### src/rtl/aes_pkg.sv
// Shared AES serializer types and constants.
package aes_pkg;

  localparam int unsigned AES_BLOCK_W   = 128;
  localparam int unsigned AES_NUM_BYTES = 16;

  typedef logic [AES_BLOCK_W-1:0] aes_block_t;

  typedef enum logic {
    IDLE,
    SEND
  } ser_state_t;

endpackage

### src/rtl/aes_out_serializer_if.sv
// Block-in / byte-out handshake bundle for the AES output serializer.
interface aes_out_serializer_if
  import aes_pkg::*;
#(
  parameter int unsigned BLOCK_W = AES_BLOCK_W
) ();

  logic [BLOCK_W-1:0] block_in;
  logic               block_valid;
  logic               block_ready;
  logic [7:0]         state_out_byte;
  logic               byte_valid;
  logic               byte_ready;
  logic               last;
  logic               busy;

  modport master (
    output block_in, block_valid, byte_ready,
    input  block_ready, state_out_byte, byte_valid, last, busy
  );

  modport slave (
    input  block_in, block_valid, byte_ready,
    output block_ready, state_out_byte, byte_valid, last, busy
  );

endinterface

### src/rtl/aes_block_fifo2.sv
// Two-entry FIFO of ciphertext blocks; push/pop are ignored when full/empty.
module aes_block_fifo2
  import aes_pkg::*;
(
  input  logic       clk,
  input  logic       rst,
  input  logic       push,
  input  aes_block_t wdata,
  input  logic       pop,
  output aes_block_t rdata,
  output logic [1:0] count,
  output logic       full,
  output logic       empty
);

  aes_block_t mem_q [2];
  logic       wr_ptr_q;
  logic       rd_ptr_q;
  logic [1:0] count_q;
  logic       wr_en;
  logic       rd_en;

  assign wr_en = push && !full;
  assign rd_en = pop && !empty;

  always_ff @(posedge clk or posedge rst) begin
    if (rst) begin
      wr_ptr_q <= 1'b0;
      rd_ptr_q <= 1'b0;
      count_q  <= 2'd0;
    end else begin
      if (wr_en) wr_ptr_q <= ~wr_ptr_q;
      if (rd_en) rd_ptr_q <= ~rd_ptr_q;
      count_q <= count_q + {1'b0, wr_en} - {1'b0, rd_en};
    end
  end

  // Storage needs no reset: count gates every read.
  always_ff @(posedge clk) begin
    if (wr_en) mem_q[wr_ptr_q] <= wdata;
  end

  assign rdata = mem_q[rd_ptr_q];
  assign count = count_q;
  assign full  = (count_q == 2'd2);
  assign empty = (count_q == 2'd0);

endmodule

### src/rtl/aes_out_serializer.sv
// Serializes 128-bit AES ciphertext blocks into a byte stream with a 2-block queue.
module aes_out_serializer
  import aes_pkg::*;
#(
  parameter int unsigned BLOCK_W   = AES_BLOCK_W,
  parameter int unsigned NUM_BYTES = AES_NUM_BYTES,
  parameter bit          MSB_FIRST = 1'b1
) (
  input logic                 clk,
  input logic                 rst,
  aes_out_serializer_if.slave bus
);

  localparam int unsigned     CntW    = (NUM_BYTES > 1) ? $clog2(NUM_BYTES) : 1;
  localparam logic [CntW-1:0] LastIdx = CntW'(NUM_BYTES - 1);

  ser_state_t         state_q, state_d;
  logic [BLOCK_W-1:0] shreg_q, shreg_d;
  logic [CntW-1:0]    cnt_q, cnt_d;
  logic               block_ready_q, block_ready_d;
  logic               busy_q, busy_d;

  logic               push;
  logic               pop;
  logic               fire;
  logic               is_last;
  aes_block_t         fifo_rdata;
  logic [1:0]         fifo_count;
  logic [1:0]         fifo_count_d;
  logic               fifo_full;
  logic               fifo_empty;

  assign push    = bus.block_valid && block_ready_q && !fifo_full;
  assign fire    = (state_q == SEND) && bus.byte_ready;
  assign is_last = (cnt_q == LastIdx);

  aes_block_fifo2 u_fifo (
    .clk   (clk),
    .rst   (rst),
    .push  (push),
    .wdata (bus.block_in),
    .pop   (pop),
    .rdata (fifo_rdata),
    .count (fifo_count),
    .full  (fifo_full),
    .empty (fifo_empty)
  );

  always_comb begin
    state_d = state_q;
    shreg_d = shreg_q;
    cnt_d   = cnt_q;
    pop     = 1'b0;

    case (state_q)
      IDLE: begin
        if (!fifo_empty) begin
          pop     = 1'b1;
          state_d = SEND;
        end
      end
      SEND: begin
        // Reload on the final byte only from blocks already queued, so no bubble.
        if (fire && is_last) begin
          if (!fifo_empty) pop = 1'b1;
          else             state_d = IDLE;
        end
      end
      default: state_d = IDLE;
    endcase

    if (pop) begin
      shreg_d = fifo_rdata;
      cnt_d   = '0;
    end else if (fire) begin
      shreg_d = MSB_FIRST ? (shreg_q << 8) : (shreg_q >> 8);
      if (!is_last) cnt_d = cnt_q + CntW'(1);
    end

    fifo_count_d  = fifo_count + {1'b0, push} - {1'b0, pop};
    block_ready_d = (fifo_count_d < 2'd2);
    busy_d        = (fifo_count_d != 2'd0) || (state_d == SEND);
  end

  always_ff @(posedge clk or posedge rst) begin
    if (rst) begin
      state_q       <= IDLE;
      shreg_q       <= '0;
      cnt_q         <= '0;
      block_ready_q <= 1'b0;
      busy_q        <= 1'b0;
    end else begin
      state_q       <= state_d;
      shreg_q       <= shreg_d;
      cnt_q         <= cnt_d;
      block_ready_q <= block_ready_d;
      busy_q        <= busy_d;
    end
  end

  assign bus.block_ready    = block_ready_q;
  assign bus.byte_valid     = (state_q == SEND);
  assign bus.last           = (state_q == SEND) && is_last;
  assign bus.busy           = busy_q;
  assign bus.state_out_byte = MSB_FIRST ? shreg_q[BLOCK_W-1 -: 8] : shreg_q[7:0];

endmodule

### src/flat_wrapper.sv
// flat-port wrapper written by rule: the top's interface ports become plain ports
module aes_out_serializer_flat import aes_pkg::*;
#(
  parameter int unsigned BLOCK_W   = AES_BLOCK_W,
  parameter int unsigned NUM_BYTES = AES_NUM_BYTES,
  parameter bit          MSB_FIRST = 1'b1
)
  (clk, rst, bus_block_in, bus_block_valid, bus_byte_ready, bus_block_ready, bus_state_out_byte, bus_byte_valid, bus_last, bus_busy);
  aes_out_serializer_if #(.BLOCK_W(BLOCK_W)) bus_i ();
  input logic clk;
  input logic rst;
  input wire logic [$bits(bus_i.block_in)-1:0] bus_block_in;
  input wire logic [$bits(bus_i.block_valid)-1:0] bus_block_valid;
  input wire logic [$bits(bus_i.byte_ready)-1:0] bus_byte_ready;
  output wire logic [$bits(bus_i.block_ready)-1:0] bus_block_ready;
  output wire logic [$bits(bus_i.state_out_byte)-1:0] bus_state_out_byte;
  output wire logic [$bits(bus_i.byte_valid)-1:0] bus_byte_valid;
  output wire logic [$bits(bus_i.last)-1:0] bus_last;
  output wire logic [$bits(bus_i.busy)-1:0] bus_busy;
  assign bus_i.block_in = bus_block_in;
  assign bus_i.block_valid = bus_block_valid;
  assign bus_i.byte_ready = bus_byte_ready;
  assign bus_block_ready = bus_i.block_ready;
  assign bus_state_out_byte = bus_i.state_out_byte;
  assign bus_byte_valid = bus_i.byte_valid;
  assign bus_last = bus_i.last;
  assign bus_busy = bus_i.busy;
  aes_out_serializer #(.BLOCK_W(BLOCK_W), .NUM_BYTES(NUM_BYTES), .MSB_FIRST(MSB_FIRST)) u_core (.clk(clk), .rst(rst), .bus(bus_i));
endmodule
### config.mk
export PLATFORM = sky130hd
export DESIGN_NAME = aes_out_serializer_flat
export DESIGN_NICKNAME = d
export VERILOG_FILES = /design/src/rtl/aes_pkg.sv /design/src/rtl/aes_out_serializer_if.sv /design/src/rtl/aes_block_fifo2.sv /design/src/rtl/aes_out_serializer.sv /design/src/flat_wrapper.sv
export SDC_FILE = /design/constraint.sdc
export NUM_CORES = 1
export LEC_CHECK = 0
export ABC_CLOCK_PERIOD_IN_PS = 9400
export CAP_MARGIN = 20
export CORE_MARGIN = 8
export CORE_UTILIZATION = 33
export CTS_BUF_LIST = sky130_fd_sc_hd__clkbuf_4 sky130_fd_sc_hd__clkbuf_8
export CTS_CLUSTER_SIZE = 40
export DETAILED_ROUTE_END_ITERATION = 10
export SYNTH_ARGS = -nofsm -noshare
export SYNTH_HDL_FRONTEND = slang
export SYNTH_SLANG_ARGS = --single-unit
export TNS_END_PERCENT = 10
### constraint.sdc
create_clock -name clk -period 9.4 [get_ports clk]
set_input_delay 2.35 -clock clk [delete_from_list [all_inputs] [get_ports clk]]
set_output_delay 2.35 -clock clk [all_outputs]
set_load 0.01 [all_outputs]
* Word level (Yosys, flattened, before mapping)
Memories as Yosys holds them, arrays and structs flattened.
Index checks and enable logic that the tools add are counted.
** Word-level totals
- Memory bits (writable) :: 256
- Bits of input ports :: 132
- Memories kept :: 1
- Output and inout bits :: 12
- Flip-flop bits (word level) :: 139
** Cells by class
- $add $sub $neg :: 5
- Muxes and demuxes :: 12
- Reductions and logical operators :: 14
- Order comparisons :: 1
- Bitwise gates (word level) :: 3
- Equal/unequal tests :: 3
** Memories
- u_core.u_fifo.mem_q :: depth 2, bits a word 128, read ports 1, clocked after memory_dff 0, wr ports 1, line aes_block_fifo2.sv:16 : aes_block_t mem_q [2];
** Operator list (number)
- 128-bit 2-to-1 mux :: 2
- 4-bit 2-to-1 mux :: 3
- 1-bit logical AND :: 7
- 1-bit 2-to-1 mux :: 5
- 2-bit by 1-bit adder with 2-bit output :: 2
- 4-bit by 1-bit adder with 4-bit output (second input constant) :: 1
- 4-bit equality test (second input constant) :: 1
- 1-bit case mux with 2 select lines :: 2
- 2-bit nonzero test :: 2
- 2-bit by 1-bit subtractor with 2-bit output :: 2
- 1-bit inverter :: 3
- 2-bit equality test (second input constant) :: 1
- 1-bit zero test :: 2
- 2-bit zero test :: 1
- 2-bit < comparator (second input constant) :: 1
- 2-bit inequality test (second input constant) :: 1
- 2-bit AND reduction :: 1
- 1-bit logical OR :: 1

* Logic depth before layout (Yosys ltp)
- Depth in word-level cells :: 7
- Mapped depth :: 13
- Gate-level depth less buffers :: 10

* Cells and area by module
From an unflattened synthesis, not the netlist that was laid out.
** Second synthesis, totals
- Cell total of the unflattened synthesis :: 906
- Area total of the unflattened synthesis :: 15539.9 um^2
** Modules (own cells, without submodules)
- aes_block_fifo2 :: instances 1, cells an instance 417, area an instance 9481.6 um^2, seq. area each 7787.5 um^2
- aes_out_serializer :: instances 1, cells an instance 489, area an instance 6058.3 um^2, seq. area each 3378.2 um^2

* Least setup slack after synthesis
No wires, ideal clock.
- Path kind :: input port to flip-flop
- From :: input port bus_block_valid
- To :: memory u_core.u_fifo.mem_q[0][0] (netlist bit), enable pin
- Path slack :: 0.893 ns
- Buffers on the path :: 0
- Arrival :: 7.890 ns
- Cell stages on the path :: 2
- Cell sequence :: o211ai_1 nor2_1
** On the way
- Longest elaborated chain between the ends :: 5
** Ends and longest elaborated chain
- start, declared :: line flat_wrapper.sv:13 : input wire logic [$bits(bus_i.block_valid)-1:0] bus_block_valid;
- 1-bit logical AND (2 in series) :: line aes_out_serializer.sv:33 : assign push = bus.block_valid && block_ready_q && !fifo_full;
- 1-bit logical AND :: line aes_block_fifo2.sv:23 : assign wr_en = push && !full;
- 1-bit 2-to-1 mux :: line aes_block_fifo2.sv:40 : if (wr_en) mem_q[wr_ptr_q] <= wdata;
- 1-bit 2-to-1 mux (implied by the code) :: line aes_block_fifo2.sv:40
- end, declared :: line aes_block_fifo2.sv:16
No other way between the ends.

* Worst setup path in the final report
- From :: input port bus_byte_ready
- To :: register u_core.shreg_q[98]
** On the way
- Longest elaborated chain between the ends :: 5
** Ends and longest elaborated chain
- start, declared :: line flat_wrapper.sv:14 : input wire logic [$bits(bus_i.byte_ready)-1:0] bus_byte_ready;
- 1-bit logical AND (*) :: line aes_out_serializer.sv:34 : assign fire = (state_q == SEND) && bus.byte_ready;
- 1-bit logical AND :: line aes_out_serializer.sv:64 : if (fire && is_last) begin
- 1-bit 2-to-1 mux :: line aes_out_serializer.sv:64
- 1-bit case mux with 2 select lines :: line aes_out_serializer.sv:55 : case (state_q)
- 128-bit 2-to-1 mux or 2-bit nonzero test (tied branches)
- end signal, assigned :: line aes_out_serializer.sv:94 : shreg_q <= shreg_d;
- end, declared :: line aes_out_serializer.sv:18 : logic [BLOCK_W-1:0] shreg_q, shreg_d;
Mark *: on every way between the ends. The rest lies on a longest branch, timed or not.
A chain may end at the register's enable or synchronous reset.

==> flow_metrics.env <==
export IMPL_status="complete, no violations"
export IMPL_cp_slowest_cell="buf_4"
export IMPL_critPathMaxFanout=92
export IMPL_synth_area_um2=15500
export IMPL_crit_required_ns=9.82
export IMPL_finalHoldViolCount=0
export IMPL_avgSynthCellArea_um2=14.8
export IMPL_syn_to_final_growth_pct=20.8
export IMPL_critPathCaptureType="flop"
export IMPL_clk_pin_slew_ns=0.06
export IMPL_cts_hold_buf=0
export IMPL_post_cts_resize_count=0
export IMPL_drtPass1Iterations=5
export IMPL_finalClockSkew_ns=0.0212
export IMPL_die_area_um2=54300
export IMPL_gp_congestion=0.747
export IMPL_drive_gt1_frac=0.116
export IMPL_clock_root_buffer="clkbuf_8"
export IMPL_cts_made_buffers=68
export IMPL_route_met2_wl_um=16200
export IMPL_synthTopCellsByCount="edfxtp_1 (256), dfrtp_1 (139), nand2_1 (135)"
export IMPL_num_vias=9108
export IMPL_grt_pass1_vias=9440
export IMPL_rows=79
export IMPL_critPathKind="in -> reg"
export IMPL_cts_htree_levels=3
export IMPL_nFillCells=4338
export IMPL_tightest_slew_ns=0.948
export IMPL_ir_worst_vdd_mv=0.130
export IMPL_min_period_ns=4.61
export IMPL_topRoutingLayerUsed="met5"
export IMPL_drt_antenna_violating_nets=0
export IMPL_synth_edf_count=256
export IMPL_place_hpwl_um=20700
export IMPL_die_y_um=233
export IMPL_synthCells=1046
export IMPL_initial_utilization=0.334
export IMPL_grt_overflow=0
export IMPL_grt_usage=0.127
export IMPL_startpoint_type="input port"
export IMPL_io_buffers=143
export IMPL_crit_arrival_ns=5.04
export IMPL_grt_pass1_wl_um=53600
export IMPL_max_stage_delay_ns=0.80
export IMPL_fin_util=0.404
export IMPL_fin_nets=1319
export IMPL_grt_max_degree=101
export IMPL_synth_area_leader_cell="edfxtp_1"
export IMPL_drt_iter0_drc=562
export IMPL_die_w_um=233
export IMPL_p_leak_nw=6.91
export IMPL_ioPinCount=144
export IMPL_finalSetupTns_ns=0
export IMPL_synth_top_area_frac=0.495
export IMPL_synth_cell_types=32
export IMPL_synth_nets=1183
export IMPL_synth_area_leaders="edfxtp_1 (50%), dfrtp_1 (22%), mux2i_1 (8.3%)"
export IMPL_route_met3_wl_um=1920
export IMPL_pre_cts_slack_ns=4.17
export IMPL_routedWlPerCell_um=18.6
export IMPL_ys_seq_area_frac=0.719
export IMPL_cts_tree="built"
export IMPL_hold_class="reg -> reg"
export IMPL_wl_met1_um=15400
export IMPL_async_flop_share=0.352
export IMPL_period_share=0.491
export IMPL_wl_um=34300
export IMPL_maxCapViolCount=0
export IMPL_vias_per_cell=4.94
export IMPL_finalHoldWorstSlack_ns=0.484
export IMPL_synth_seq_cells=395
export IMPL_cts_setup_buffers=0
export IMPL_route_detailed_drc=0
export IMPL_antenna_found_initial=2
export IMPL_report_final_slew_viol_count=0
export IMPL_clockBufferDepth=3
export IMPL_setup_slack_ns=4.79
export IMPL_yosysWarnings=0
export IMPL_finalSetupViolations=0
export IMPL_core_area_um2=46500
export IMPL_clock_sinks=395
export IMPL_relSlewSlack=0.368
export IMPL_synth_ff_type="edfxtp_1"
export IMPL_rsz0062_at_grt="false"
export IMPL_clkLatencyLatePin_ns=0.62
export IMPL_power_density_nw_per_um2=278
export IMPL_synth_most_common_cell="edfxtp_1"
export IMPL_fmax_mhz=217
export IMPL_crit_path_cell_trace="clkdlybuf4s50_1 -> nor2b_1 -> a21o_4 -> buf_4 -> o311ai_0"
==> through the flow <==
step           cell area [µm²]  power (mW)  std cells
2_1_floorplan            15500        3.33       1046
3_3_place_gp             17300        3.63       1719
3_5_place_dp             17300        3.66       1719
4_1_cts                  18800        5.31       1844
5_1_grt                  18800        5.51       1845
6_report                 18800        5.21       1845
==> sequential cells by signal, indices dropped and copies added, names as in the netlist <==
signal / count
u_core.bus.byte_valid: 1
u_core.u_fifo.rd_ptr_q: 1
u_core.u_fifo.wr_ptr_q: 1
u_core.bus.busy: 1
u_core.shreg_q: 128
u_core.u_fifo.count: 2
u_core.cnt_q: 4
u_core.u_fifo.mem_q: 256
u_core.bus.block_ready: 1
==> cells by family (layout without fill, tap and decap cells) <==
kind of cell | Yosys count | count (layout) | synth area share
other | 0 | 1 | 0
multiplexers | 129 | 129 | 0.0831
XOR/XNOR | 6 | 6 | 0.00338
AND/OR/NAND/NOR | 268 | 268 | 0.0761
flip-flops | 395 | 395 | 0.719
buffers and inverters | 101 | 292 | 0.0374
AO/OA/AOI/OAI | 142 | 142 | 0.0769
adder cells (fa/ha/maj) | 5 | 5 | 0.00403
==> power breakdown <==
part | internal, mW | total, mW | leakage (nW) | switching [mW]
logic | 0.445 | 1.04 | 1.93 | 0.593
clock network | 0.931 | 1.62 | 0.764 | 0.685
registers | 2.32 | 2.56 | 4.22 | 0.234
==> layer usage <==
layer / GRT usage / up-vias
met5: 0 / -
met4: 0.0516 / 2
met3: 0.0345 / 50
met2: 0.198 / 215
met1: 0.165 / 4535
li1: - / 4306
==> final timing paths <==
path	startpoint	endpoint	slack (ns)	depth (start not counted)
setup reg to reg	u_core.u_fifo.rd_ptr_q	u_core.shreg_q[63]	6.16	4
hold reg to reg	u_core.shreg_q[85]	u_core.shreg_q[85]	0.48	2
setup / recovery	bus_byte_ready	u_core.shreg_q[98]	4.79	5
max in group asynchronous	rst	u_core.shreg_q[60]	5.76	3
min in group asynchronous	rst	u_core.shreg_q[44]	2.26	2
hold / removal	u_core.shreg_q[85]	u_core.shreg_q[85]	0.48	2
==> final cells by class <==
| cell class | count | area, µm² | share of cell area |
|---|---|---|---|
| clock buffers | 102 | 1240 | 0.0661 |
| inverters | 9 | 38.8 | 0.00207 |
| repair buffers | 158 | 1540 | 0.0823 |
| well taps | 607 | 759 | 0.0405 |
| multi-input cells | 550 | 3820 | 0.203 |
| flip-flops and latches | 395 | 11200 | 0.595 |
| diodes | 1 | 2.50 | 0.000133 |
| clock inverters | 23 | 194 | 0.0103 |
==> worst max-delay path: cells and delay by family <==
kind / cells / cell delay, ns
compound gates: 2 / 0.86
buf+inv: 2 / 1.38
simple gates: 1 / 0.36
==> placed cells by master, fill, tap and decap left out, types with 2 or more instances in the layout <==
master	synthesis	routed
a22o_1	2	2
edfxtp_1	256	256
clkinv_1	0	7
buf_4	32	15
clkinvlp_4	0	2
o21ai_0	10	10
inv_1	8	7
o311ai_0	8	8
bufinv_16	0	3
nor2_4	0	2
xnor2_1	6	6
o311ai_1	112	112
nor2_1	5	3
and3_1	2	2
clkbuf_4	0	26
dfrtp_1	139	138
mux2i_1	129	129
ha_1	5	5
clkbuf_8	0	76
clkdlybuf4s50_1	0	143
a21oi_1	3	2
clkinv_2	0	9
nand2_1	135	135
nand3_1	121	121
inv_6	0	3
Note: power is estimated with default switching activity, not from simulation.
